--- src/rtl/alarm_ringer.sv ---
// ---------------------------------------------------------------------------
// alarm_ringer
//
// Consumer end of the alarm-match level `judge`. On a fresh match it rings a
// gated beep pattern for a bounded window. It also supports stop, a limited
// number of snoozes with automatic re-ring, and re-arming once the match
// minute has passed (judge falls).
//
// Ports
//   CLK         in   system clock, all state on the rising edge
//   RST_n       in   asynchronous active-low reset
//   tick_1hz    in   one-cycle strobe, once per second
//   judge       in   alarm-match level, high for the whole matching minute
//   EN_work     in   high while the user is in time/alarm setting mode
//   btn_stop    in   debounced single-cycle stop pulse
//   btn_snooze  in   debounced single-cycle snooze pulse
//   buzzer      out  beep drive (toggles every effective half-period in RING)
//   ringing     out  high while in RING
//   snoozing    out  high while in SNOOZE
//   snooze_cnt  out  snoozes used in the current alarm event
//   state_dbg   out  current FSM state (0 IDLE, 1 RING, 2 SNOOZE, 3 DONE)
//
// Signalling: there is no valid/ready handshake here. tick_1hz, btn_stop and
// btn_snooze are single-cycle pulses sampled on the rising edge of CLK and
// never back-pressured; a pulse not acted on in its cycle is simply dropped.
// judge is a level; only its rising edge starts an alarm.
//
// Optional build macro: ALARM_ESCALATE_EN
//   defined   -> beep half-period in RING is BEEP_HALF >> snooze_cnt (min 1),
//                so each re-ring beeps faster
//   undefined -> beep half-period is always BEEP_HALF
// ---------------------------------------------------------------------------
module alarm_ringer #(
  parameter int RING_SECS   = 60,
  parameter int SNOOZE_SECS = 300,
  parameter int MAX_SNOOZE  = 3,
  parameter int BEEP_HALF   = 25000000,
  localparam int SC_W       = (MAX_SNOOZE > 0) ? $clog2(MAX_SNOOZE + 1) : 1
) (
  input  logic            CLK,
  input  logic            RST_n,
  input  logic            tick_1hz,
  input  logic            judge,
  input  logic            EN_work,
  input  logic            btn_stop,
  input  logic            btn_snooze,
  output logic            buzzer,
  output logic            ringing,
  output logic            snoozing,
  output logic [SC_W-1:0] snooze_cnt,
  output logic [1:0]      state_dbg
);

  localparam int SEC_MAX = (RING_SECS > SNOOZE_SECS) ? RING_SECS : SNOOZE_SECS;
  localparam int SEC_W   = (SEC_MAX > 1) ? $clog2(SEC_MAX) : 1;
  localparam int BEEP_W  = (BEEP_HALF > 1) ? $clog2(BEEP_HALF) : 1;

  localparam logic [SEC_W-1:0] RING_LAST   = SEC_W'(RING_SECS - 1);
  localparam logic [SEC_W-1:0] SNOOZE_LAST = SEC_W'(SNOOZE_SECS - 1);
  localparam logic [SC_W-1:0]  MAX_SC      = SC_W'(MAX_SNOOZE);

  typedef enum logic [1:0] {
    IDLE   = 2'd0,
    RING   = 2'd1,
    SNOOZE = 2'd2,
    DONE   = 2'd3
  } state_t;

  state_t            state, state_nxt;
  logic              judge_d;
  logic              rise;
  logic [SEC_W-1:0]  sec_cnt, sec_nxt;
  logic [BEEP_W-1:0] beep_cnt, beep_nxt;
  logic [BEEP_W-1:0] beep_last;
  logic [SC_W-1:0]   sc_nxt;
  logic              buzzer_nxt, ringing_nxt, snoozing_nxt;

  assign rise      = judge & ~judge_d;
  assign state_dbg = state;

  // Last beep_cnt value of a half-period.
`ifdef ALARM_ESCALATE_EN
  logic [31:0] half_eff;
  always_comb begin
    half_eff = 32'(BEEP_HALF) >> snooze_cnt;
    if (half_eff == 32'd0) half_eff = 32'd1;
    beep_last = BEEP_W'(half_eff - 32'd1);
  end
`else
  assign beep_last = BEEP_W'(BEEP_HALF - 1);
`endif

  // State register plus all registered outputs and counters. judge_d resets
  // high so a judge already asserted at reset release is not seen as a rise.
  always_ff @(posedge CLK or negedge RST_n) begin
    if (!RST_n) begin
      state      <= IDLE;
      judge_d    <= 1'b1;
      sec_cnt    <= '0;
      beep_cnt   <= '0;
      snooze_cnt <= '0;
      buzzer     <= 1'b0;
      ringing    <= 1'b0;
      snoozing   <= 1'b0;
    end else begin
      state      <= state_nxt;
      judge_d    <= judge;
      sec_cnt    <= sec_nxt;
      beep_cnt   <= beep_nxt;
      snooze_cnt <= sc_nxt;
      buzzer     <= buzzer_nxt;
      ringing    <= ringing_nxt;
      snoozing   <= snoozing_nxt;
    end
  end

  // Next-state logic. Button transitions sit above the tick branch, so a
  // tick that coincides with an accepted button press is dropped.
  always_comb begin
    state_nxt = state;
    case (state)
      IDLE: begin
        if (rise && !EN_work) state_nxt = RING;
      end
      RING: begin
        if (EN_work || btn_stop)                     state_nxt = DONE;
        else if (btn_snooze && (snooze_cnt < MAX_SC)) state_nxt = SNOOZE;
        else if (tick_1hz && (sec_cnt == RING_LAST))  state_nxt = DONE;
      end
      SNOOZE: begin
        if (EN_work || btn_stop)                       state_nxt = DONE;
        else if (tick_1hz && (sec_cnt == SNOOZE_LAST)) state_nxt = RING;
      end
      DONE: begin
        // Wait out the match minute so the same match cannot re-trigger.
        if (!judge) state_nxt = IDLE;
      end
      default: state_nxt = IDLE;
    endcase
  end

  // Next values of the registered outputs and counters.
  always_comb begin
    sec_nxt      = sec_cnt;
    beep_nxt     = '0;
    buzzer_nxt   = 1'b0;
    sc_nxt       = snooze_cnt;
    ringing_nxt  = (state_nxt == RING);
    snoozing_nxt = (state_nxt == SNOOZE);

    // Any state change restarts the second counter; otherwise ticks count.
    // The terminal count always forces an exit, so sec_cnt never wraps.
    if (state_nxt != state) begin
      sec_nxt = '0;
    end else if (tick_1hz && ((state == RING) || (state == SNOOZE))) begin
      sec_nxt = sec_cnt + 1'b1;
    end

    // Buzzer only runs in RING; entry starts a fresh "on" half-period.
    if (state_nxt == RING) begin
      if (state != RING) begin
        beep_nxt   = '0;
        buzzer_nxt = 1'b1;
      end else if (beep_cnt == beep_last) begin
        beep_nxt   = '0;
        buzzer_nxt = ~buzzer;
      end else begin
        beep_nxt   = beep_cnt + 1'b1;
        buzzer_nxt = buzzer;
      end
    end

    if ((state == IDLE) && (state_nxt == RING)) begin
      sc_nxt = '0;
    end else if ((state == RING) && (state_nxt == SNOOZE)) begin
      sc_nxt = snooze_cnt + 1'b1;
    end
  end

endmodule

--- config.mk ---
export PLATFORM = sky130hd
export DESIGN_NAME = alarm_ringer
export DESIGN_NICKNAME = d
export VERILOG_FILES = /design/src/rtl/alarm_ringer.sv
export SDC_FILE = /design/constraint.sdc
export NUM_CORES = 1
export LEC_CHECK = 0
export ABC_AREA = 1
export CORE_UTILIZATION = 30
export DETAILED_ROUTE_END_ITERATION = 10
export GPL_ROUTABILITY_DRIVEN = 0
export MAX_ROUTING_LAYER = met4
export PLACE_DENSITY = 0.43
export SLEW_MARGIN = 10
export SYNTH_ARGS = -nofsm -noshare
export SYNTH_HDL_FRONTEND = slang
export SYNTH_SLANG_ARGS = --single-unit
--- constraint.sdc ---
create_clock -name CLK -period 2.22 [get_ports CLK]
set_input_delay 0.444 -clock CLK [delete_from_list [all_inputs] [get_ports CLK]]
set_output_delay 0.444 -clock CLK [all_outputs]
set_load 0.02 [all_outputs]
==> summary.md <==
| Metric | Value |
|---|---|
| Vias in the first global route | 2,158 |
| Clk_skew | 0.008287 ns |
| Critical Path End Type | register |
| Initial antenna violation count | 0 |
| Hold_buf cts | 0 |
| Area Growth Syn to Fin | 15.22% |
| CP Launch Type | register |
| Sink Count | 42 |
| DR WL/cell | 12.24 um |
| Leakage | 0.001247 uW |
| WP depth | 9 |
| Slew margin rel. | ~54% |
| Clock root cell | clkbuf_8 |
| ANT nets after route | 0 |
| Gate Count Post-Synth | 309 |
| Hold WC Path Type | input port to async pin |
| Post-CTS Setup Inserts | 0 |
| DP Wirelength | between 4 and 5 mm |
| CTS Buf Count | 5 |
| Critical Path Sink | sec_cnt[1] |
| Maximum fanout along the worst path | 9 |
| Fin. Hold Viols | 0 |
| Worst r2r dst | sec_cnt[1] |
| Status | finished, final reports clean |
| Total GRT Usage | 13.38% |
| Synth area leaders | dfrtp_1, nor2_4, nand2_1, xor2_1, inv_1 |
| Switching Share | 43.21% |
| FMAX | roughly 500 MHz |
| Largest net degree at the start of global routing | 26 |
| Critical path's largest stage delay | ~0.56 ns |
| Reg-to-Reg Start | sec_cnt[0] |
| Share of the synthesized area in the top cell type | 38.05% |
| Worst path slowest cell | o21ai_1 |
| Multiplexer share of the synthesized area | 0.3712% |
| Mapped cell area | approximately 2700 um2 |
| CP Cell Sequence | ha_1, nand2_2, nor2_4, nand3_1, nand2_1, nand2_1, nand3b_4, o21ai_1, nor3_1 |
| Synth Area in XOR/XNOR | under 10% |
| Clock Path Buffers | 2 |
| Post-synth top area cell | dfrtp_1 |
| DR vias | 2,017 |
| CORE AREA | 8721 um2 |
| Initial Util | 30.92% |
| Clock power frac | 17.9% |
| Utilization after layout | 35.62% |
| 1st-pass router iterations | 4 |
| Vias per inst | 4.543 |
| Largest family of logic cells by synthesized area | simple AND/OR/NAND/NOR gates |
| Clk_lat worst skew | roughly 0.3 ns |
| Cts repair resizes | 0 |
| Yosys cell types | 33 |
| Synth Net Count | 324 |
| Actual slew at the worst max-slew pin | 0.6857 ns |
| Area share of fa/ha/maj cells after synthesis | under 10% |
| Register bit total from synthesis | 42 |
| CP Class | register to register |
| YS warnings | 0 |
| Chip width | approximately 97 um |
| GR Overflow Total | 0 |
| MaxCap Viol Count | 0 |
| Worst EP required | 2.38 ns |
| Net Switching | 1218 uW |
| Flop pwr share | 31.9% |
| # DRC | 0 |
| Pwr/cell area | 907.2 nW/um2 |
| Buf+Inv Stages, Crit Path | 0 |
| Setup_tns | 0 ns |
| Max-slew violations | 0 |
| I/O pin cnt | 14 |
| ANT cells | 0 |
| Syn avg cell area | 8.726 um2 |
| Total Wirelength | 5.435 mm |
| Reg2reg path depth | 9 |
| CTS tree | done |
| CP top delay family | simple AND/OR/NAND/NOR gates |
| CP startpoint | sec_cnt[0] |
| Worst R2R Setup Slack | ~0.24 ns |
| Min Tclk post-route | 1.983 ns |
| Starting DRC count in detailed routing | 48 |
| CP arrival | 2.14 ns |
| Post-synthesis sequential area ratio | 39.03% |
| Crit-path most repeated cell | nand2_1 |
| Worst-path clk slew | 0.09 ns |
| Row cnt | 34 |
| Combinational Power Share | 50.2% |
| Port buffer count | 13 |
| Fin nets | 350 |
| Share of layout cells above drive strength 1 | 18.45% |
| Simple-gate share of the synthesized area | 39.07% |
| Max VDD drop | between 0.3 and 0.4 mV |
| Endpoints failing setup | 0 |
| Die H | 96.81 um |
| First-pass GRT wire length | between 10 and 15 mm |
| Die Footprint | 9371 um2 |
| Internal power | ~1600 uW |
| Fin crit share | 89.34% |
| Post-synthesis compound-gate area fraction | 2.459% |
| RSZ-0062 raised after global routing | false |
| H-tree levels | 2 |
per-layer routing:
| layer | vias to the layer above | GRT usage, % | part of all wire, % |
|---|---|---|---|
| li1 | 1044 | - | - |
| met1 | 942 | 16.31 | 47 |
| met2 | 23 | 22.54 | 49 |
| met3 | 8 | 2.601 | 2.3 |
| met4 | 0 | 3.674 | 1.8 |
| met5 | - | - | 0 |
layout make-up:
type | instances | area [um2]
Fill cell | 896 | 5614
Multi-Input combinational cell | 224 | 1449
Sequential cell | 42 | 1052
Timing Repair Buffer | 22 | 230.2
Inverter | 40 | 150.1
Tap cell | 108 | 135.1
Clock buffer | 5 | 68.82
Clock inverter | 3 | 21.27
cell usage after synthesis (all sizes together):
| cell | instances |
|---|---|
| o21bai | 1 |
| a21boi | 2 |
| nand2 | 59 |
| nor3 | 21 |
| nor2 | 54 |
| or3b | 1 |
| o22ai | 1 |
| buf | 3 |
| dfrtp | 41 |
| nor4 | 5 |
| nand4 | 11 |
| ha | 8 |
| nand3 | 27 |
| mux2i | 1 |
| o21ai | 6 |
| dfstp | 1 |
| inv | 40 |
| xor2 | 21 |
| xnor2 | 4 |
| a21o | 1 |
| nand3b | 1 |
worst min path at each step:
| stage | start | to | slack [ns] |
|---|---|---|---|
| after floorplan | RST_n | beep_cnt[0] | 0.15 |
| after global placement | RST_n | sec_cnt[2] | 0.42 |
| after detailed placement | RST_n | sec_cnt[2] | 0.42 |
| after CTS | RST_n | sec_cnt[2] | 0.09 |
| after global routing | RST_n | sec_cnt[2] | 0.11 |
| final | RST_n | sec_cnt[2] | 0.08 |
kinds of logic after synthesis:
family	after synthesis
AND/OR/NAND/NOR	179
flip-flops	42
buffers and inverters	43
multiplexers	1
adder cells (fa/ha/maj)	8
AO/OA/AOI/OAI	11
XOR/XNOR	25
placed cells by master, fill, tap and decap left out, drive strengths merged:
cell type and count:
buf 10, nand3b 1, or3b 1, o21bai 1
nand3 27, nor4 5, nor2 54, nor3 21
mux2i 1, nand4 11, o22ai 1, clkinv 2
inv 40, clkdlybuf4s50 12, a21boi 2, ha 8
dfrtp 41, dfstp 1, clkinvlp 1, o21ai 6
a21o 1, xor2 21, clkbuf 5, nand2 59
xnor2 4
power groups by stage:
stage / sequential, uW / combinational (uW) / clock (uW)
final: 899 / 1410 / 506
after detailed placement: 916 / 1450 / 0
after global placement: 912 / 1450 / 0
after floorplan: 994 / 916 / 0
after global routing: 914 / 1570 / 564
after CTS: 900 / 1450 / 532
flip-flops by register name (all words and copies together) (netlist names):
| name | cells |
|---|---|
| buzzer | 1 |
| ringing | 1 |
| snoozing | 1 |
| judge_d | 1 |
| snooze_cnt | 2 |
| sec_cnt | 9 |
| state_dbg | 2 |
| beep_cnt | 25 |
per-stage QoR:
stage | power, uW | hold slack (ns) | area, um2 | setup WS, ns | instances
3_5_place_dp | 2365 | 0.4185 | 3017 | -0.04721 | 436
2_1_floorplan | 1910 | 0.1484 | 2696 | 0.2714 | 309
3_3_place_gp | 2367 | 0.4235 | 3017 | -0.02738 | 436
5_1_grt | 3048 | 0.1060 | 3107 | 0.03877 | 444
4_1_cts | 2886 | 0.08761 | 3107 | 0.2120 | 444
6_report | 2819 | 0.07548 | 3107 | 0.2367 | 444
worst reg2reg max path, cell delays in order (launching register included):
cell and delay, ns:
dfrtp_1 0.41, ha_1 0.25, nand2_2 0.10, nor2_4 0.04, nand3_1 0.11, nand2_1 0.06, nand2_1 0.10, nand3b_4 0.10
o21ai_1 0.56, nor3_1 0.11
(Power assumes the default switching activity.)
